===== config.mk =====
export PLATFORM = sky130hd
export DESIGN_NAME = demux16_deser_flat
export DESIGN_NICKNAME = d
export VERILOG_FILES = /design/src/rtl/demux16_deser_if.sv /design/src/rtl/demux16_deser.sv /design/src/flat_wrapper.sv
export SDC_FILE = /design/constraint.sdc
export NUM_CORES = 1
export LEC_CHECK = 0
export CORE_UTILIZATION = 40
export CTS_CLUSTER_DIAMETER = 80
export DETAILED_ROUTE_END_ITERATION = 10
export GPL_TIMING_DRIVEN = 0
export HOLD_SLACK_MARGIN = 0.08
export PLACE_DENSITY = 0.6
export SLEW_MARGIN = 20
export SYNTH_ARGS = -nofsm -noshare
export SYNTH_HDL_FRONTEND = slang
export SYNTH_SLANG_ARGS = --single-unit
export TNS_END_PERCENT = 5

===== constraint.sdc =====
create_clock -name i_clk -period 4.3 [get_ports i_clk]
set_input_delay 0.86 -clock i_clk [delete_from_list [all_inputs] [get_ports i_clk]]
set_output_delay 0.86 -clock i_clk [all_outputs]
set_load 0.01 [all_outputs]

===== src/rtl/demux16_deser_if.sv =====
// demux16_deser_if: bundles the serial bit input, the parallel word output handshake and the
// status outputs of the serial-to-parallel receive end.
//   master modport : bit source / word consumer side (drives bits and word_ready)
//   slave  modport : the deserializer itself
// Signals:
//   bit_in, bit_valid, bit_ready, frame_start       serial bit handshake
//   word_out[WIDTH], word_valid, word_ready          assembled word handshake
//   idx[IDX_W], partial_drop, parity_err             status
`timescale 1ns/1ps
interface demux16_deser_if #(
  parameter int unsigned WIDTH = 16,
  parameter int unsigned IDX_W = 4
);
  logic             bit_in;
  logic             bit_valid;
  logic             bit_ready;
  logic             frame_start;
  logic [WIDTH-1:0] word_out;
  logic             word_valid;
  logic             word_ready;
  logic [IDX_W-1:0] idx;
  logic             partial_drop;
  logic             parity_err;

  modport master (
    output bit_in, bit_valid, frame_start, word_ready,
    input  bit_ready, word_out, word_valid, idx, partial_drop, parity_err
  );

  modport slave (
    input  bit_in, bit_valid, frame_start, word_ready,
    output bit_ready, word_out, word_valid, idx, partial_drop, parity_err
  );
endinterface


===== src/rtl/demux16_deser.sv =====
// demux16_deser: receive end of a bit-serial 16:1 mux path. Collects one bit per accepted
// handshake into position idx (LSB first) and presents the assembled word through a
// valid/ready output register. A shadow register collects the next word while the previous
// one is still held, so only the completing bit can ever be stalled.
// Ports:
//   i_clk    rising-edge clock
//   i_rst_n  synchronous active-low reset
//   io_bus   demux16_deser_if.slave (bit handshake, word handshake, idx, partial_drop,
//            parity_err)
// Optional feature: define DEMUX16_PARITY_EN to expect an even-parity bit after every word;
// the word is published only once the parity bit is accepted and parity_err reports the check.
// Without it parity_err is tied to 0.
`timescale 1ns/1ps
module demux16_deser #(
  parameter int unsigned WIDTH = 16,
  parameter int unsigned IDX_W = 4
) (
  input logic              i_clk,
  input logic              i_rst_n,
  demux16_deser_if.slave   io_bus
);

  if (WIDTH != (1 << IDX_W)) begin : g_bad_params
    $error("demux16_deser: WIDTH must equal 2**IDX_W");
  end

  localparam logic [IDX_W-1:0] LastIdx = IDX_W'(WIDTH - 1);

`ifdef DEMUX16_PARITY_EN
  typedef enum logic [0:0] {StCollect, StParity} state_e;
`else
  typedef enum logic [0:0] {StCollect} state_e;
`endif

  state_e           r_state,        w_state_d;
  logic [IDX_W-1:0] r_idx,          w_idx_d;
  logic [WIDTH-1:0] r_shadow,       w_shadow_d;
  logic [WIDTH-1:0] r_word,         w_word_d;
  logic             r_word_valid,   w_word_valid_d;
  logic             r_partial_drop, w_partial_drop_d;
`ifdef DEMUX16_PARITY_EN
  logic             r_parity_err,   w_parity_err_d;
`endif

  logic w_pending;
  logic w_bit_ready;
  logic w_accept;

  // The completing accept is the only one that writes word_out; stall it while an
  // unconsumed word is held and the consumer is not taking it this cycle.
`ifdef DEMUX16_PARITY_EN
  assign w_pending = (r_state == StParity);
`else
  assign w_pending = (r_state == StCollect) && (r_idx == LastIdx);
`endif
  assign w_bit_ready = !(w_pending && r_word_valid && !io_bus.word_ready);
  assign w_accept    = io_bus.bit_valid && w_bit_ready;

  always_ff @(posedge i_clk) begin
    if (!i_rst_n) begin
      r_state        <= StCollect;
      r_idx          <= '0;
      r_shadow       <= '0;
      r_word         <= '0;
      r_word_valid   <= 1'b0;
      r_partial_drop <= 1'b0;
`ifdef DEMUX16_PARITY_EN
      r_parity_err   <= 1'b0;
`endif
    end else begin
      r_state        <= w_state_d;
      r_idx          <= w_idx_d;
      r_shadow       <= w_shadow_d;
      r_word         <= w_word_d;
      r_word_valid   <= w_word_valid_d;
      r_partial_drop <= w_partial_drop_d;
`ifdef DEMUX16_PARITY_EN
      r_parity_err   <= w_parity_err_d;
`endif
    end
  end

  always_comb begin
    w_state_d        = r_state;
    w_idx_d          = r_idx;
    w_shadow_d       = r_shadow;
    w_word_d         = r_word;
    w_word_valid_d   = r_word_valid;
    w_partial_drop_d = 1'b0;
`ifdef DEMUX16_PARITY_EN
    w_parity_err_d   = r_parity_err;
`endif

    // Consumption first; a word loading in the same cycle sets valid again below.
    if (r_word_valid && io_bus.word_ready) begin
      w_word_valid_d = 1'b0;
    end

    if (w_accept) begin
      if (io_bus.frame_start) begin
        // Resynchronise: this bit is index 0 of a new word, any partial data is abandoned.
        w_shadow_d[0]    = io_bus.bit_in;
        w_idx_d          = IDX_W'(1);
        w_partial_drop_d = (r_idx != '0);
        w_state_d        = StCollect;
      end else begin
        unique case (r_state)
          StCollect: begin
            w_shadow_d[r_idx] = io_bus.bit_in;
            if (r_idx != LastIdx) begin
              w_idx_d = r_idx + IDX_W'(1);
            end else begin
              w_idx_d = '0;
`ifdef DEMUX16_PARITY_EN
              w_state_d = StParity;
`else
              w_word_d       = w_shadow_d;
              w_word_valid_d = 1'b1;
`endif
            end
          end
`ifdef DEMUX16_PARITY_EN
          StParity: begin
            w_word_d       = r_shadow;
            w_word_valid_d = 1'b1;
            w_parity_err_d = (^r_shadow) ^ io_bus.bit_in;
            w_state_d      = StCollect;
          end
`endif
          default: ;
        endcase
      end
    end
  end

  assign io_bus.bit_ready    = w_bit_ready;
  assign io_bus.word_out     = r_word;
  assign io_bus.word_valid   = r_word_valid;
  assign io_bus.idx          = r_idx;
  assign io_bus.partial_drop = r_partial_drop;
`ifdef DEMUX16_PARITY_EN
  assign io_bus.parity_err   = r_parity_err;
`else
  assign io_bus.parity_err   = 1'b0;
`endif

endmodule


===== src/flat_wrapper.sv =====
// flat-port wrapper written by rule: the top's interface ports become plain ports
module demux16_deser_flat 
#(
  parameter int unsigned WIDTH = 16,
  parameter int unsigned IDX_W = 4
)
  (i_clk, i_rst_n, io_bus_bit_in, io_bus_bit_valid, io_bus_frame_start, io_bus_word_ready, io_bus_bit_ready, io_bus_word_out, io_bus_word_valid, io_bus_idx, io_bus_partial_drop, io_bus_parity_err);
  demux16_deser_if #(.WIDTH(WIDTH), .IDX_W(IDX_W)) io_bus_i ();
  input logic i_clk;
  input logic i_rst_n;
  input wire logic [$bits(io_bus_i.bit_in)-1:0] io_bus_bit_in;
  input wire logic [$bits(io_bus_i.bit_valid)-1:0] io_bus_bit_valid;
  input wire logic [$bits(io_bus_i.frame_start)-1:0] io_bus_frame_start;
  input wire logic [$bits(io_bus_i.word_ready)-1:0] io_bus_word_ready;
  output wire logic [$bits(io_bus_i.bit_ready)-1:0] io_bus_bit_ready;
  output wire logic [$bits(io_bus_i.word_out)-1:0] io_bus_word_out;
  output wire logic [$bits(io_bus_i.word_valid)-1:0] io_bus_word_valid;
  output wire logic [$bits(io_bus_i.idx)-1:0] io_bus_idx;
  output wire logic [$bits(io_bus_i.partial_drop)-1:0] io_bus_partial_drop;
  output wire logic [$bits(io_bus_i.parity_err)-1:0] io_bus_parity_err;
  assign io_bus_i.bit_in = io_bus_bit_in;
  assign io_bus_i.bit_valid = io_bus_bit_valid;
  assign io_bus_i.frame_start = io_bus_frame_start;
  assign io_bus_i.word_ready = io_bus_word_ready;
  assign io_bus_bit_ready = io_bus_i.bit_ready;
  assign io_bus_word_out = io_bus_i.word_out;
  assign io_bus_word_valid = io_bus_i.word_valid;
  assign io_bus_idx = io_bus_i.idx;
  assign io_bus_partial_drop = io_bus_i.partial_drop;
  assign io_bus_parity_err = io_bus_i.parity_err;
  demux16_deser #(.WIDTH(WIDTH), .IDX_W(IDX_W)) u_core (.i_clk(i_clk), .i_rst_n(i_rst_n), .io_bus(io_bus_i));
endmodule

Word level (Yosys, flattened, before mapping) --
Cells that the tools add are included.
Operators by class: $add $sub $neg 1, reduce and logical (&&, ||, !) cells 11, magnitude comparators 2, bitwise gates (word level) 2, equal/unequal tests 2, mux-type cells 10
Operators by type and width (number):
- $bwmux 16 | 1
- $mux 4 | 2
- $mux 1 | 6
- $reduce_and 3->1 | 2
- $logic_and 1x1->1 | 5
- $lt 4x5->1 const B | 1
- $add 4x1->4 const B | 1
- $demux 1 s4 | 1
- $eq 4x4->1 const B | 1
- $ge 4x1->1 const B | 1
- $ne 4x4->1 const B | 1
- $reduce_bool 4->1 | 1
- $logic_not 1->1 | 2
- $not 1->1 | 2
- $reduce_and 2->1 | 1
Storage, ports and cells: flip-flop bits (word level) 38, logic and storage cells 34, input port bits 6, output and inout port bits 24

Depth between registers and ports, before layout --
depth in word-level cells 6, gate-level depth with buffers 7, depth with buffers taken out 5

Worst setup path after synthesis --
Ideal clock, no wire load.
path kind in2out, from input port io_bus_word_ready, to output port io_bus_bit_ready, required time 3.440 ns, arrival time 1.401 ns, path buffers 1, path slack 2.039 ns, stages on the path 4, cells stage by stage nand2b_1 -> buf_2 -> nor2_1 -> inv_1
Between the ends: cells in the longest elaborated chain, start to end 3
Ends and longest elaborated chain:
- start: declaration | RTL line flat_wrapper.sv:14 | input wire logic [$bits(io_bus_i.word_ready)-1:0] io_bus_word_ready;
- $logic_not 1->1 | RTL line demux16_deser.sv:56 | assign w_bit_ready = !(w_pending && r_word_valid && !io_bus.word_ready);
- $logic_and 1x1->1 | RTL line demux16_deser.sv:56
- $logic_not 1->1 | RTL line demux16_deser.sv:56
- end: declaration | RTL line flat_wrapper.sv:15 | output wire logic [$bits(io_bus_i.bit_ready)-1:0] io_bus_bit_ready;
No other way between the ends.

Final worst setup path --
Same ends and word-level chain as after synthesis.

==> key figures <==
Run status
  • Run status: finished, final reports clean

CTS
  • Clk slew on worst S/H paths: 0.07 ns
  • Number of buffers added by the clock tree synthesis step: 5
  • Number of hold-repair buffers added at the cts stage: 0
  • Clock sink total: 37
  • Number of buffers inserted by post-CTS setup repair: 0
  • Max Buffers Root-to-Sink: 2
  • Clock Latency Late Sink: 0.30 ns
  • Buffer cell driving the clock tree root: clkbuf_8
  • CTS tree: yes
  • Level count of the clock H-tree: 2
  • Post-cts resize count: 0

Detailed routing
  • ANT nets after route: 0
  • Length of the first detailed-routing pass in iterations: 4
  • Overall routed net length: 5500 um
  • Via total after detailed routing: 1795
  • Violation count after the first detailed-route iteration: 105
  • Avg WL per Cell: 17.2 um
  • Post-DR vias/cell: 5.63
  • Final routed DRC violation total: 0

GRT
  • Antenna violations before repair: 0
  • Global router's overall resource usage: 21.4%
  • First-pass GRT wire length: 8910 um
  • Largest net degree at the start of global routing: 13
  • Via count of the first global-routing pass: 1640
  • Total grt overflow: 0

Finish
  • End-of-flow core utilization: 50.7%
  • Number of antenna cells inserted: 0
  • Ratio of cells with drive above 1 in the final layout: 20.5%
  • Filler-free cell count of the finished design: 319
  • Number of nets in the layout: 258
  • Area growth, synth to finish: 20.5%
  • Filler Cell Count: 490
  • Final standard cell area without fillers: 2620 sq um

Yosys
  • Top area cells in the synthesized netlist: dfxtp_1 (34%), a211oi_2 (7.5%), mux2i_1 (6.9%)
  • Avg Inst Size Synth: 10.2 sq um
  • Warning count from the yosys run: 0
  • Number of distinct standard cells referenced by the synthesized netlist: 42
  • Area fraction of the dominant cell type after synthesis: 34.1%
  • Post-synthesis register bit count: 37
  • Nets in the synthesized netlist: 224
  • Cell type contributing the most total cell area after synthesis: dfxtp_1
  • Number of standard cells after synthesis: 214
  • Combined area of all synthesized cells: 2170 sq um
  • Sequential element share of the synthesized area: 34.1%

STA
  • Final count of pins violating max slew: 0
  • Total negative slack for setup checks: 0 ns
  • Period Utilization, post-route: 79.4%
  • Worst-case headroom to the max-slew limit: 55.3%
  • Final Hold Slack: 0.479 ns
  • Min Tclk post-route: 3.41 ns
  • Worst Tran Pin Value: 0.671 ns
  • Final setup fails: 0
  • Maximum clock frequency: 0.293 GHz
  • Final hold violation count: 0
  • Unrepaired setup endpoints after global routing: no
  • Fin Clk Skew: 0.0111 ns

Setup path
  • Most common cell type on the critical path: clkdlybuf4s50_1
  • Slowest-stage cell, CP: clkdlybuf4s50_1
  • Setup slack of the worst register-to-register path: 2.46 ns
  • Cell class contributing the biggest share of worst-path delay: buffers and inverters
  • Critical R2R Launch: u_core.io_bus.idx[1]
  • CP max FO: 9
  • Worst setup SP type: input port
  • Biggest cell delay along the critical path: 0.50 ns
  • Cell chain of the critical path: clkdlybuf4s50_1 -> nand2b_1 -> buf_2 -> nor2_1 -> inv_1 -> clkdlybuf4s50_1
  • Worst Path Arrival: 2.55 ns
  • Required time at the endpoint of the critical path: 3.44 ns
  • CP endpoint kind: output pin
  • Buffers plus inverters on the worst setup path: 4
  • Path type of the worst setup path: input port to output pin
  • Reg-to-Reg End: u_core.io_bus.word_out[0]
  • Logic depth of the worst register-to-register path: 6

Hold path
  • Startpoint of the lowest-slack hold path: u_core.io_bus.word_out[15]
  • Hold-critical path endpoint: u_core.io_bus.word_out[15]
  • Number of instances on the worst hold path: 2
  • Worst min-delay path class: flip-flop to flip-flop

Power
  • VDD IR-drop max: 0.152 mV
  • Pwr/cell area: 264 nW/um^2
  • Total leakage power: 0.893 nW

Placement
  • Post-placement cell count: 311
  • Routability congestion estimate: 0.773
  • Area of placed instances: 2530 sq um
  • # port buffers: 27
  • Detail Placement HPWL: 3780 um

Die
  • Die height: 75.7 um
  • Number of standard-cell rows in the floorplan: 26
  • Starting density of the core: 42.0%
  • Area of the core: 5170 sq um
  • Floorplan die width: 75.7 um
  • Area of the die: 5740 sq um
  • Number of ports placed on the die boundary: 30

Flow run
  • Total of max-cap violations: 0
[state kept, by name, summed over array words and instances, names as in the netlist]
signal / cells
u_core.io_bus.idx: 4
u_core.io_bus.partial_drop: 1
u_core.io_bus.word_out: 16
u_core.io_bus.word_valid: 1
u_core.r_shadow: 15
[layout by cell type (no fill, tap or decap), drive strengths merged, types with 2 or more instances in the layout]
master	n
mux2i	15
nor3b	3
o221ai	14
nor2b	2
a211oi	17
nand3	4
nor2	3
and2b	2
inv	6
clkbuf	12
nand2b	2
or3b	15
a31oi	16
a21oi	19
dfxtp	37
buf	19
clkdlybuf4s50	27
clkinvlp	2
ha	4
nand2	5
o32ai	2
nand3b	9
[area by class of cell]
type / count / area (sq um) / area share [%]
Timing Repair Buffer: 27 / 270 / 10.3
Clock buffer: 6 / 72.6 / 2.77
Multi-Input combinational cell: 146 / 1210 / 46.2
Buffer: 25 / 200 / 7.64
Inverter: 6 / 22.5 / 0.860
Tap cell: 70 / 87.6 / 3.34
Sequential cell: 37 / 741 / 28.3
Clock inverter: 2 / 15.0 / 0.573
[synth_stat cells]
cell and count:
mux2i_1 15, a311oi_1 1, nor2_1 3, ha_1 4, buf_12 3, and2b_4 1
a41oi_2 1, o221ai_1 14, o32ai_1 2, a211oi_2 13, nand3_4 1, or3b_1 11
buf_4 5, nand2_1 5, and2b_1 1, dfxtp_1 37, and3_4 1, and4b_1 1
a22oi_1 1, o41ai_2 1, buf_6 4, a31oi_1 16, a21oi_1 18, nand4_1 1
or3b_2 4, and4_1 1, a21boi_4 1, o31ai_1 1, buf_2 7, inv_1 6
nand2b_1 2, and4bb_1 1, a21oi_2 1, nand3b_1 9, conb_1 1, clkbuf_1 6
and3b_1 1, nor3_4 1, a211oi_1 4, nor3b_1 3, nand3_1 3, nor2b_1 2
[worst max path at each step]
stage | startpoint | endpoint | slack [ns] | depth (start not counted)
floorplan | io_bus_word_ready | io_bus_bit_ready | 2.04 | 4
global route | io_bus_word_ready | io_bus_bit_ready | 0.76 | 6
finish | io_bus_word_ready | io_bus_bit_ready | 0.89 | 6
CTS | io_bus_word_ready | io_bus_bit_ready | 0.85 | 6
detailed placement | io_bus_word_ready | io_bus_bit_ready | 0.85 | 6
global placement | io_bus_word_ready | io_bus_bit_ready | 0.89 | 6
[cell families (layout without fill, tap and decap cells)]
family	count (synthesis)	after routing	share of synthesized area, %
other	1	1	0.172
adders and majority gates	4	4	2.30
DFF	37	37	34.1
AOI/OAI and AO/OA	74	74	27.9
buffers and inverters	31	66	10.2
muxes	15	15	6.90
and+or+nand+nor	52	52	18.4
[per-stage QoR]
stage | setup slack, ns | power, mW
after floorplan | 2.04 | 0.421
after global placement | 0.890 | 0.449
after detailed placement | 0.853 | 0.449
after CTS | 0.850 | 0.693
after global routing | 0.757 | 0.719
final | 0.886 | 0.690
[per-layer routing]
layer	part of all wire, %	GRT usage, %	vias up	routed length [um]
li1	-	-	892	-
met1	50	30.4	848	2750
met5	0	0	-	0
met2	44	32.1	49	2410
met4	1.2	7.61	0	65
met3	5.0	3.97	6	274
[where the power goes]
group	internal [mW]	switching, mW
Sequential	0.353	0.00835
Clock	0.114	0.135
Combinational	0.0312	0.0488
[worst reg2reg max path, stage by stage, from the launching register on]
cell      delay, ns
dfxtp_1        0.44
ha_1           0.19
buf_4          0.17
nand3_4        0.15
nor3_4         0.45
buf_6          0.23
a211oi_2       0.08
No activity file was read; power rests on OpenSTA's default activity.
